File: src/rtl/clk_d_pkg.sv
// Shared types and elaboration helpers for the switch-gated clock divider.
`timescale 1ns/100ps
package clk_d_pkg;

  typedef enum logic [1:0] {
    ST_IDLE     = 2'd0,
    ST_RUN      = 2'd1,
    ST_STOPPING = 2'd2
  } state_e;

  // Half-period counter width: max(1, clog2(DIV_RATIO/2)).
  function automatic int unsigned cnt_width(input int unsigned div_ratio);
    int unsigned half;
    half = div_ratio / 2;
    return (half <= 1) ? 1 : $clog2(half);
  endfunction

  function automatic bit div_ratio_ok(input int unsigned div_ratio);
    return (div_ratio >= 2) && ((div_ratio % 2) == 0);
  endfunction

  function automatic bit sync_stages_ok(input int unsigned stages);
    return stages >= 2;
  endfunction

endpackage

File: src/rtl/clk_d_blk_bit_sync.sv
// Single-bit multi-flop synchronizer with asynchronous active-low reset.
`timescale 1ns/100ps
module bit_sync
  import clk_d_pkg::*;
#(
  parameter int unsigned SYNC_STAGES = 2
) (
  input  logic clk,
  input  logic rst_n,
  input  logic d_i,
  output logic q_o
);

  if (!sync_stages_ok(SYNC_STAGES)) begin : g_bad_stages
    $error("bit_sync: SYNC_STAGES must be >= 2");
  end

  logic [SYNC_STAGES-1:0] sync_q;

  always_ff @(posedge clk or negedge rst_n) begin
    if (!rst_n) begin
      sync_q <= '0;
    end else begin
      sync_q <= {sync_q[SYNC_STAGES-2:0], d_i};
    end
  end

  assign q_o = sync_q[SYNC_STAGES-1];

endmodule

File: src/rtl/clk_d_blk.sv
// Switch-gated glitch-free clock divider: 50 % duty clk_d, stopped cleanly low.
`timescale 1ns/100ps
module clk_d_blk
  import clk_d_pkg::*;
#(
  parameter int unsigned DIV_RATIO   = 4,
  parameter int unsigned SYNC_STAGES = 2
) (
  input  logic clk,
  input  logic rst_n,
  input  logic switch,
  output logic clk_d
);

  localparam int unsigned HALF  = DIV_RATIO / 2;
  localparam int unsigned CNT_W = cnt_width(DIV_RATIO);
  localparam logic [CNT_W-1:0] CNT_LAST = CNT_W'(HALF - 1);

  if (!div_ratio_ok(DIV_RATIO)) begin : g_bad_div
    $error("clk_d_blk: DIV_RATIO must be even and >= 2");
  end

  logic             sw_s;
  state_e           state_q, state_d;
  logic [CNT_W-1:0] cnt_q, cnt_d;
  logic             clk_d_q, clk_d_d;
  logic             toggle;

  bit_sync #(.SYNC_STAGES(SYNC_STAGES)) u_sw_sync (
    .clk   (clk),
    .rst_n (rst_n),
    .d_i   (switch),
    .q_o   (sw_s)
  );

  always_comb begin
    toggle  = (cnt_q == CNT_LAST);
    state_d = state_q;
    cnt_d   = toggle ? '0 : cnt_q + 1'b1;
    clk_d_d = clk_d_q ^ toggle;
    unique case (state_q)
      ST_IDLE: begin
        cnt_d   = '0;
        clk_d_d = 1'b0;
        if (sw_s) state_d = ST_RUN;
      end
      ST_RUN: begin
        if (!sw_s) begin
          if (!clk_d_q) begin
            state_d = ST_IDLE;
            cnt_d   = '0;
            clk_d_d = 1'b0;
          end else begin
            // A stop seen on the edge that ends the high phase goes straight to IDLE.
            state_d = toggle ? ST_IDLE : ST_STOPPING;
          end
        end
      end
      ST_STOPPING: begin
        if (sw_s)        state_d = ST_RUN;
        else if (toggle) state_d = ST_IDLE;
      end
      default: begin
        state_d = ST_IDLE;
        cnt_d   = '0;
        clk_d_d = 1'b0;
      end
    endcase
  end

  always_ff @(posedge clk or negedge rst_n) begin
    if (!rst_n) begin
      state_q <= ST_IDLE;
      cnt_q   <= '0;
      clk_d_q <= 1'b0;
    end else begin
      state_q <= state_d;
      cnt_q   <= cnt_d;
      clk_d_q <= clk_d_d;
    end
  end

  assign clk_d = clk_d_q;

endmodule

File: config.mk
export PLATFORM = sky130hd
export DESIGN_NAME = clk_d_blk
export DESIGN_NICKNAME = d
export VERILOG_FILES = /design/src/rtl/clk_d_pkg.sv /design/src/rtl/clk_d_blk_bit_sync.sv /design/src/rtl/clk_d_blk.sv
export SDC_FILE = /design/constraint.sdc
export NUM_CORES = 1
export LEC_CHECK = 0
export ABC_AREA = 1
export BUFFER_PORTS_ARGS = -buffer_cell sky130_fd_sc_hd__buf_2
export CAP_MARGIN = 20
export CELL_PAD_IN_SITES_DETAIL_PLACEMENT = 1
export CELL_PAD_IN_SITES_GLOBAL_PLACEMENT = 1
export CORE_AREA = 2 2 39 41
export DETAILED_ROUTE_END_ITERATION = 8
export DIE_AREA = 0 0 41 43
export PLACE_DENSITY = 0.67
export SYNTH_ARGS = -nofsm -noshare
export SYNTH_HDL_FRONTEND = slang
export SYNTH_SLANG_ARGS = --single-unit
File: constraint.sdc
create_clock -name clk -period 1.4 [get_ports clk]
set_input_delay 0.42 -clock clk [delete_from_list [all_inputs] [get_ports clk]]
set_output_delay 0.42 -clock clk [all_outputs]
set_load 0.005 [all_outputs]
==> flow_metrics.env <==
export IMPL_required_ns=1.52
export IMPL_num_rows=14
export IMPL_drtIter0Drc=0
export IMPL_synthTopCellsByArea="dfrtp_1, ha_1, nand2_1"
export IMPL_die_h_microns=43
export IMPL_ff2ff_setup_slack_ns=0.18
export IMPL_dpl_hpwl_microns=553
export IMPL_grt_use_total_pct=10.4
export IMPL_final_instance_count_excl_fill=68
export IMPL_start_kind="flop"
export IMPL_async_flop_share_pct=100
export IMPL_syn_inst=45
export IMPL_final_setup_tns_ns=0
export IMPL_cts_tree="built"
export IMPL_final_area_sq_um=440
export IMPL_grt_pass1_vias=306
export IMPL_cts_root_buf="clkbuf_4"
export IMPL_grt_start_max_net_pins=7
export IMPL_coreArea_sq_um=1380
export IMPL_vias=291
export IMPL_dp_cells=64
export IMPL_fin_crit_sh_pct=87.0
export IMPL_crit_path_max_fanout=4
export IMPL_p_leak_nw=0.243
export IMPL_ys_ff_latch=6
export IMPL_synth_top_area_share_pct=40.3
export IMPL_die_w_microns=41
export IMPL_synth_net_count=54
export IMPL_synth_ff_type="dfrtp_1"
export IMPL_period_needed_ns=1.22
export IMPL_max_slew_margin_rel_pct=86.6
export IMPL_yosysSeqAreaShare_pct=40.3
export IMPL_critPathKind="reg2reg"
export IMPL_hold_viol=0
export IMPL_synth_commonest_cells="nand2_1, inv_1, dfrtp_1, ha_1, nand3_1"
export IMPL_drive_gt1_share_pct=19.2
export IMPL_worstHoldPathType="in2reg"
export IMPL_dpl_cell_area_sq_um=408
export IMPL_p_clk_share_pct=25.6
export IMPL_worstPathArrival_ns=1.34
export IMPL_rsz0062_at_grt="no"
export IMPL_antenna_found_initial=0
export IMPL_seq_power_share_pct=38.7
export IMPL_syn_cell_area_sq_um=373
export IMPL_max_stage_delay_ns=0.40
export IMPL_dr_pass1_iters=1
export IMPL_ys_warn_count=0
export IMPL_internal_power_uw=377
export IMPL_area_growth_pct=18.1
export IMPL_htreeDepth=1
export IMPL_hold_buffers=1
export IMPL_cp_buffers_inverters=2
export IMPL_fin_nets=63
export IMPL_swShare_pct=36.2
export IMPL_cap_violations=0
export IMPL_rr_startpoint="state_q[1]"
export IMPL_start_util_pct=26.9
export IMPL_worstHoldStart="switch"
export IMPL_cpMostUsedCell="nand2_1"
export IMPL_grt_overflow_total=0
export IMPL_fmax_mhz=821
export IMPL_vdd_drop_max_v=0.000462
export IMPL_numCtsBuffers=3
export IMPL_status="finished clean"
export IMPL_reg2regPathDepth=7
export IMPL_postSynthAreaPerCell_sq_um=8.29
export IMPL_diodes=0
export IMPL_drtAntennaViolNets=0
export IMPL_routed_wl_microns=642
export IMPL_synthDistinctLibCells=11
export IMPL_power_density_nw_per_um2=1340
export IMPL_fin_skew_ns=0.00193
export IMPL_portBuffers=3
export IMPL_synth_top_area_cell="dfrtp_1"
export IMPL_min_path_cells=1
export IMPL_slew_viol_final=0
export IMPL_io_pins=4
export IMPL_routedWlPerCell_microns=9.44
export IMPL_clock_latency_ns=0.23
export IMPL_tightest_slew_ns=0.201
export IMPL_crit_family="flip-flops"
export IMPL_switching_power_uw=214
export IMPL_r2r_end="state_q[0]"
export IMPL_vias_per_cell=4.28
export IMPL_totalPowerFinal_uw=591
export IMPL_drc=0
export IMPL_setup_viol=0
export IMPL_grt_pass1_wl_mm=1.16
export IMPL_clkSinkCount=6
export IMPL_fillers=174
export IMPL_gp_congestion=0.777
export IMPL_synth_edff_count=0
export IMPL_yosysMostFrequentCell="nand2_1"
export IMPL_p_comb_share_pct=35.8
export IMPL_post_cts_buffers=0
export IMPL_cp_cell_sequence="inv_1 > ha_1 > inv_1 > nand2_1 > nand2_1 > nand2_1 > nand2_1"
export IMPL_setup_worst_path_end_class="flop"
export IMPL_cpMaxStageDelayCell="dfrtp_1"
export IMPL_whs_endpoint="u_sw_sync.sync_q[0]"
export IMPL_cts_resized=0
export IMPL_clkTransAtPathRegs_ns=0.04
export IMPL_clockBufferDepth=2
export IMPL_die_area_sq_um=1760
final cells by class:
type / instances / area (sq um) / share of cell area (%)
Multi-Input combinational cell: 29 / 185 / 42.0
Inverter: 10 / 37.5 / 8.52
Clock buffer: 3 / 22.5 / 5.11
Sequential cell: 6 / 150 / 34.1
Tap cell: 16 / 20.0 / 4.55
Timing Repair Buffer: 4 / 25.0 / 5.68
per-stage QoR:
step           worst slack, ns  utilization (%)  hold slack (ns)
2_1_floorplan            0.314                -            0.124
3_5_place_dp             0.183             29.5            0.249
5_1_grt                 0.0372             31.8            0.270
6_report                 0.182             31.8            0.290
4_1_cts                  0.177             31.8            0.282
3_3_place_gp             0.191             29.5            0.245
flip-flops by register name, summed over array words and instances, names as in the netlist:
signal            count
state_q               2
u_sw_sync.sync_q      2
cnt_q                 1
clk_d                 1
per-layer routing:
metal	vias to the layer above	GRT usage [%]	share of wire, %
li1	151	-	-
met1	136	11.3	46
met2	4	15.9	51
met3	0	4.71	2.6
met4	0	6.00	0
met5	-	0	0
worst max-delay path by stage:
stage / start / endpoint / slack (ns) / depth (start not counted)
final: state_q[1] / state_q[0] / 0.18 / 7
after detailed placement: state_q[1] / state_q[1] / 0.18 / 7
after global routing: state_q[1] / state_q[1] / 0.04 / 7
after CTS: state_q[1] / state_q[0] / 0.18 / 7
after global placement: state_q[1] / state_q[1] / 0.19 / 7
after floorplan: state_q[1] / state_q[0] / 0.31 / 7
worst reg2reg max path, delay by kind of cell (launching register included):
family / cells / cell delay (ns)
simple gates: 4 / 0.29
flops: 1 / 0.40
fa+ha+maj: 1 / 0.23
buf+inv: 2 / 0.18
power by group through the flow:
stage,clock (mW),combinational (mW),sequential [mW]
after global placement,0,0.211,0.230
after CTS,0.161,0.218,0.229
after detailed placement,0,0.214,0.231
after global routing,0.177,0.248,0.234
after floorplan,0,0.168,0.224
final,0.151,0.211,0.228
placed cells by master (no fill, tap or decap), drive strengths merged:
cell / count
clkbuf: 3
dfrtp: 6
nand2: 14
ha: 6
inv: 10
dlygate4sd3: 1
nor3: 1
nand3: 4
a21oi: 3
nor2: 1
buf: 3
logic make-up (layout without fill, tap and decap cells):
family	Yosys count	count (layout)	synth area share, %
fa+ha+maj	6	6	20.1
buf+inv	10	17	10.1
compound gates	3	3	5.03
flops	6	6	40.3
simple gates	20	20	24.5
Power figures use the tool's default switching activity.
